**src/rtl/sdram_init_seq.sv**
```systemverilog
// ---------------------------------------------------------------------------
// sdram_init_seq : SDR SDRAM power-up command sequencer (wait, PRECHARGE ALL,
//                  N x AUTO REFRESH, LOAD MODE, then sticky done). Rev 1.0
// ---------------------------------------------------------------------------
`default_nettype none

module sdram_init_seq #(
  parameter int unsigned P_WAIT_CYCLES = 10000,
  parameter int unsigned P_TRP         = 2,
  parameter int unsigned P_TRC         = 7,
  parameter int unsigned P_TMRD        = 2,
  parameter int unsigned P_REF_NUM     = 2,
  parameter logic [12:0] P_MODE_REG    = 13'h0037
) (
  input  logic        s_clk,
  input  logic        s_rst,
  output logic        o_cke,
  output logic [3:0]  o_cmd,
  output logic [1:0]  o_ba,
  output logic [12:0] o_addr,
  output logic        o_init_done
);

  localparam logic [2:0] S_WAIT = 3'd0;
  localparam logic [2:0] S_PRE  = 3'd1;
  localparam logic [2:0] S_TRP  = 3'd2;
  localparam logic [2:0] S_REF  = 3'd3;
  localparam logic [2:0] S_TRC  = 3'd4;
  localparam logic [2:0] S_MRS  = 3'd5;
  localparam logic [2:0] S_TMRD = 3'd6;
  localparam logic [2:0] S_DONE = 3'd7;

  localparam logic [3:0] CMD_INH = 4'b1111;
  localparam logic [3:0] CMD_NOP = 4'b0111;
  localparam logic [3:0] CMD_PRE = 4'b0010;
  localparam logic [3:0] CMD_REF = 4'b0001;
  localparam logic [3:0] CMD_MRS = 4'b0000;

  // Spacing states are entered one cycle after the command, hence the -2.
  localparam logic [15:0] WAIT_LOAD = 16'(P_WAIT_CYCLES);
  localparam logic [15:0] TRP_LOAD  = 16'(P_TRP - 2);
  localparam logic [15:0] TRC_LOAD  = 16'(P_TRC - 2);
  localparam logic [15:0] TMRD_LOAD = 16'(P_TMRD - 2);
  localparam logic [3:0]  REF_LOAD  = 4'(P_REF_NUM);

  logic [2:0]  state, state_nx;
  logic [15:0] cnt, cnt_nx;
  logic [3:0]  ref_left, ref_left_nx;
  logic [3:0]  cmd_nx;
  logic [12:0] addr_nx;

  always_ff @(posedge s_clk or posedge s_rst) begin
    if (s_rst) begin
      state       <= S_WAIT;
      cnt         <= WAIT_LOAD;
      ref_left    <= REF_LOAD;
      o_cke       <= 1'b0;
      o_cmd       <= CMD_INH;
      o_ba        <= 2'b00;
      o_addr      <= 13'h0000;
      o_init_done <= 1'b0;
    end else begin
      state       <= state_nx;
      cnt         <= cnt_nx;
      ref_left    <= ref_left_nx;
      o_cke       <= 1'b1;
      o_cmd       <= cmd_nx;
      o_ba        <= 2'b00;
      o_addr      <= addr_nx;
      o_init_done <= (state_nx == S_DONE);
    end
  end

  always_comb begin
    state_nx    = state;
    cnt_nx      = cnt;
    ref_left_nx = ref_left;
    case (state)
      S_WAIT: begin
        if (cnt == 16'd0) begin
          state_nx    = S_PRE;
          ref_left_nx = REF_LOAD;
        end else begin
          cnt_nx = cnt - 16'd1;
        end
      end
      S_PRE: begin
        if (P_TRP == 1) begin
          state_nx = S_REF;
        end else begin
          state_nx = S_TRP;
          cnt_nx   = TRP_LOAD;
        end
      end
      S_TRP: begin
        if (cnt == 16'd0) state_nx = S_REF;
        else              cnt_nx   = cnt - 16'd1;
      end
      S_REF: begin
        ref_left_nx = ref_left - 4'd1;
        if (P_TRC == 1) begin
          state_nx = (ref_left == 4'd1) ? S_MRS : S_REF;
        end else begin
          state_nx = S_TRC;
          cnt_nx   = TRC_LOAD;
        end
      end
      S_TRC: begin
        if (cnt == 16'd0) state_nx = (ref_left == 4'd0) ? S_MRS : S_REF;
        else              cnt_nx   = cnt - 16'd1;
      end
      S_MRS: begin
        if (P_TMRD == 1) begin
          state_nx = S_DONE;
        end else begin
          state_nx = S_TMRD;
          cnt_nx   = TMRD_LOAD;
        end
      end
      S_TMRD: begin
        if (cnt == 16'd0) state_nx = S_DONE;
        else              cnt_nx   = cnt - 16'd1;
      end
      S_DONE:  state_nx = S_DONE;
      default: state_nx = S_WAIT;
    endcase
  end

  // Outputs are decoded from the next state so the pins update with the state.
  always_comb begin
    cmd_nx  = CMD_NOP;
    addr_nx = 13'h0000;
    case (state_nx)
      S_PRE: begin
        cmd_nx  = CMD_PRE;
        addr_nx = 13'h0400;
      end
      S_REF: cmd_nx = CMD_REF;
      S_MRS: begin
        cmd_nx  = CMD_MRS;
        addr_nx = P_MODE_REG;
      end
      default: cmd_nx = CMD_NOP;
    endcase
  end

endmodule

`default_nettype wire
```
**config.mk**
```make
export PLATFORM = sky130hd
export DESIGN_NAME = sdram_init_seq
export DESIGN_NICKNAME = d
export VERILOG_FILES = /design/src/rtl/sdram_init_seq.sv
export SDC_FILE = /design/constraint.sdc
export NUM_CORES = 1
export LEC_CHECK = 0
export BUFFER_PORTS_ARGS = -buffer_cell sky130_fd_sc_hd__buf_2
export CAP_MARGIN = 40
export CORE_ASPECT_RATIO = 1.75
export CORE_UTILIZATION = 40
export CTS_BUF_LIST = sky130_fd_sc_hd__clkbuf_4
export DETAILED_ROUTE_END_ITERATION = 6
export GPL_ROUTABILITY_DRIVEN = 0
export PLACE_DENSITY = 0.58
export SLEW_MARGIN = 15
export SYNTH_ARGS = -nofsm -noshare
export SYNTH_HDL_FRONTEND = slang
export SYNTH_SLANG_ARGS = --single-unit
```
**constraint.sdc**
```tcl
create_clock -name s_clk -period 2.3 [get_ports s_clk]
set_input_delay 0.115 -clock s_clk [delete_from_list [all_inputs] [get_ports s_clk]]
set_output_delay 0.115 -clock s_clk [all_outputs]
set_load 0.1 [all_outputs]
```
# Word-level counts from Yosys, hierarchy flattened
# Cells that the tools add are included.
[op_classes] magnitude_cmp=0 shift=0 bitwise_logic=0 addsub=2 div=0 reduce_logical=9 n_mul=0 n_eq_ne=13 mux=12
[ops] cell="case mux 16 bit (3 select lines)" n=1
[ops] cell="case mux 3 bit (8 select lines)" n=1
[ops] cell="case mux 11 bit (2 select lines)" n=1
[ops] cell="equality test 3 bit (second input constant)" n=6
[ops] cell="logical NOT 16 bit" n=1
[ops] cell="two-way mux 16 bit" n=1
[ops] cell="subtractor 16 x 1 -> 16 bit (second input constant)" n=1
[ops] cell="two-way mux 3 bit" n=5
[ops] cell="equality test 3 x 2 -> 1 bit (second input constant)" n=3
[ops] cell="case mux 3 bit (3 select lines)" n=1
[ops] cell="case mux 4 bit (2 select lines)" n=1
[ops] cell="equality test 3 x 1 -> 1 bit (second input constant)" n=2
[ops] cell="logical NOT 4 bit" n=1
[ops] cell="two-way mux 4 bit" n=1
[ops] cell="!= test 2 bit (second input constant)" n=2
[ops] cell="AND reduction 2 bit" n=2
[ops] cell="OR reduction 4 bit" n=1
[ops] cell="subtractor 4 x 1 -> 4 bit (second input constant)" n=1
[ops] cell="logical NOT 3 bit" n=1
[ops] cell="nonzero test 3 bit" n=1
[ops] cell="nonzero test 2 bit" n=1
[ops] cell="OR reduction 2 bit" n=1
[word_totals] input_bits=2 romBits=0 ramBits=0 word_cells=43 mem_count=0 latch_bits=0 reg_bits=42

# Depth between registers and ports, before layout
[depth] depth_word=6 depth_mapped=7

# Worst setup path after synthesis
# OpenSTA, ideal clock, no wires.
[synth_path] kind="register to register" start="register cnt[0]" end="register ref_left[3]" setup_ns=0.120 path_stages_with_launch=8 required_ns=2.180 path_slack_ns=0.216 synth_period_minus_slack_ns=2.084 t_arrival_ns=1.964 path_cell_list="dfrtp_1 -> inv_1 -> ha_1 -> or3b_2 -> nor4_1 -> clkbuf_1 -> nand2_1 -> a31o_2"
[synth_between] elab_chain_len=3
[synth_lines] element="from (decl)" line="47" rtl="logic [15:0] cnt, cnt_nx;"
[synth_lines] element="from (signal assigned)" line="64" rtl="cnt <= cnt_nx;"
[synth_lines] element="logical NOT 16 bit" line="80" rtl="if (cnt == 16'd0) begin"
[synth_lines] element="!= test 2 bit (no source line)"
[synth_lines] element="AND reduction 2 bit (no source line)"
[synth_lines] element="to (signal assigned)" line="65" rtl="ref_left <= ref_left_nx;"
[synth_lines] element="to (decl)" line="48" rtl="logic [3:0] ref_left, ref_left_nx;"
# Every way passes these cells.
# A chain may end at the register's enable or synchronous reset.

# Final worst setup path
[layout_path] start="register cnt[1]" end="register ref_left[3]"
# The elaborated chain is that of the path after synthesis.

==> results.toml <==
[status]
status = "finished, final reports clean"

[clock_network]
post_cts_resize_count = 0
clock_latency_ps = 340
clk_path_buf_depth = 2
cts-root-buf = "clkbuf_4"
cts_tree = "built"
cts_buffers = 5
postCtsSetupRepairBufs = 0
clk_pin_slew_ps = 110
cts.htree.levels = 2
clock-sinks = 31

[worst_setup_path]
worstSetupEndpointType = "register"
crit_arrival_ps = 2330
crit_required_ps = 2530
cp-start-kind = "register"
critPathBufInv = 2
critPathKind = "register to register"
cpLargestDelayFamily = "simple AND/OR/NAND/NOR gates"
slowest_stage = "or3b_2"
cpPeakStageDelay_ps = 480
path_cells = "inv_1 -> ha_1 -> or3b_2 -> nor4_1 -> buf_4 -> nand2_1 -> a31o_2"
cp_max_fo = 6

[drt]
wl_um = 4310
drt_iter0_drc = 69
ant_nets = 0
dr.pass1.iters = 4
wire_per_inst_um = 15.2
drc = 0
vias = 1591
avgViaCountPerCell = 5.62

[yosys]
synth.avg_cell_area_um2 = 9.14
synth_most_common_cell = "dfrtp_1"
synth-edff-count = 0
yosys.area.top_type_share_pct = 28.2
yosysUniqueCellTypes = 45
async_flop_share_pct = 100
synth-main-ff-cell = "dfrtp_1"
synth.yosys.seq_area_share_pct = 42.3
ys_top_cells_by_area = "dfrtp_1 (28%), dfstp_2 (14%), buf_4 (5.2%)"
postSynthCellCount = 204
synthTopCellsByCount = "dfrtp_1 (21), nand2_1 (19), a21oi_1 (13), buf_4 (13), nor2_1 (11)"
ys_warn_count = 0
ys_ff_latch = 31
synth_area_um2 = 1860
yosysTopAreaCell = "dfrtp_1"

[power]
p_per_area_nw_per_um2 = 502
clkPwrFrac_pct = 39.5
swShare_pct = 26.9
combPwrFrac_pct = 8.8
p_switching_w = 0.000285
power.internal_w = 0.000776
share_seq_of_total_power_pct = 51.7
leakage_nw = 0.996
peakVddDrop_v = 0.000368

[sta]
timing.setup.tns_ps = 0
finalSetupViolCount = 0
relSlewSlack_pct = 62.3
finalClockSkew_ps = 17.8
max_freq_ghz = 0.478
post-route-period-util_pct = 91.0
holdWs_ps = 389
tightest_slew_ps = 561
period_needed_ps = 2090
rsz0062_at_grt = "false"
hold_viol = 0
slew_violations = 0

[place]
numPortBuffers = 13
dpl.hpwl_um = 3220

[floorplan]
fp.dieH_um = 92.3
die_x_um = 53.6
pin_count = 23
coreArea_um2 = 4440
die_area_um2 = 4950
floorplan.rows = 32
initial_core_util_pct = 41.9

[run]
max-cap-violations = 0

[global_route]
antenna_found_initial = 0
grt_overflow = 0
track_usage_pct = 20.9
grt_pass1_wl_um = 7410
grt_max_degree = 32
grt_pass1_vias = 1600

[final_layout]
syn2layout_area_growth_pct = 13.4
drive_above_1_share_pct = 23.3
nNetsFinal = 237
diodes = 0

[hold_path]
hold_class = "primary input to asynchronous set/reset pin"
## kinds of logic (layout without fill, tap and decap cells)
family                   Yosys count  count (layout)  share of synthesized area [%]
AND/OR/NAND/NOR                   93              93                           28.5
AO/OA/AOI/OAI                     37              37                           13.0
flip-flops                        31              31                           42.3
buffers and inverters             29              48                           8.86
multiplexers                       7               7                           3.76
adder cells (fa/ha/maj)            4               4                           2.68
other                              2              11                          0.403
XOR/XNOR                           1               1                          0.470
## worst paths after layout
check / slack (ps) / endpoint / from / cells past startpoint
hold reg to reg: 500 / cnt[8] / cnt[8] / 2
hold / removal: 390 / o_cke / s_rst / 4
min in group s_clk: 500 / cnt[8] / cnt[8] / 2
max in group asynchronous: 1570 / cnt[4] / s_rst / 4
setup / recovery: 210 / ref_left[3] / cnt[1] / 7
setup reg to reg: 210 / ref_left[3] / cnt[1] / 7
## per-layer routing
| layer | share of wire, % | track usage [%] | wire length, µm |
|---|---|---|---|
| met2 | 51 | 34.6 | 2200 |
| met3 | 3.6 | 4.93 | 154 |
| met1 | 41 | 23.0 | 1770 |
| met5 | 0 | 0 | 0 |
| met4 | 4.1 | 12.3 | 177 |
## per-stage QoR
stage	power, W	setup WS, ps	cell area (µm²)	util, %	instances
4_1_cts	0.00108	188	2110	47.6	283
2_1_floorplan	0.000656	216	1900	-	213
3_3_place_gp	0.000651	251	2030	45.6	274
3_5_place_dp	0.000651	188	2030	45.6	274
5_1_grt	0.00110	63.7	2110	47.6	283
6_report	0.00106	206	2110	47.6	283
## cells in the final DEF (no fill, tap or decap), types with 4 or more instances in the layout
cell and n:
dfrtp_1 21, nand2_1 19, buf_4 18, a21oi_1 13
buf_2 13, nor2_1 11, conb_1 11, dfstp_2 10
nor4_1 9, nor3_1 9, nand2b_1 8, inv_1 8
mux2i_1 7, nand3_1 5, clkbuf_4 5, or3_1 4
nand4_1 4, o21ai_0 4, ha_1 4
## worst reg2reg max path, stage by stage, from the launching register on
cell,delay (ps)
dfrtp_1,410
inv_1,100
ha_1,190
or3b_2,480
nor4_1,270
buf_4,210
nand2_1,80
a31o_2,260
## power groups by stage
stage,Clock [W],Combinational (W),Sequential (W)
final,0.000419,0.0000936,0.000548
after global routing,0.000456,0.0000981,0.000549
after CTS,0.000434,0.0000942,0.000549
after detailed placement,0,0.0000928,0.000558
after global placement,0,0.0000928,0.000558
after floorplan,0,0.0000837,0.000572
## final cells by class
type | instances | area [µm²]
Clock buffer | 5 | 37.5
Clock inverter | 3 | 38.8
Fill cell | 446 | 2330
Inverter | 8 | 30.0
Multi-Input combinational cell | 153 | 945
Sequential cell | 31 | 788
Tap cell | 51 | 63.8
Timing Repair Buffer | 32 | 210
## state kept, by name, summed over array words and instances (netlist names)
| name | cells |
|---|---|
| cnt | 16 |
| o_cmd | 4 |
| ref_left | 4 |
| state | 3 |
| o_addr | 2 |
| o_cke | 1 |
| o_init_done | 1 |
## what timing repair did
item | CTS | global route
hold buffers | 1 | 0
hold endpoints to repair | 21 | 0
setup endpoints to repair | 0 | 0
Power figures use the tool's default switching activity.
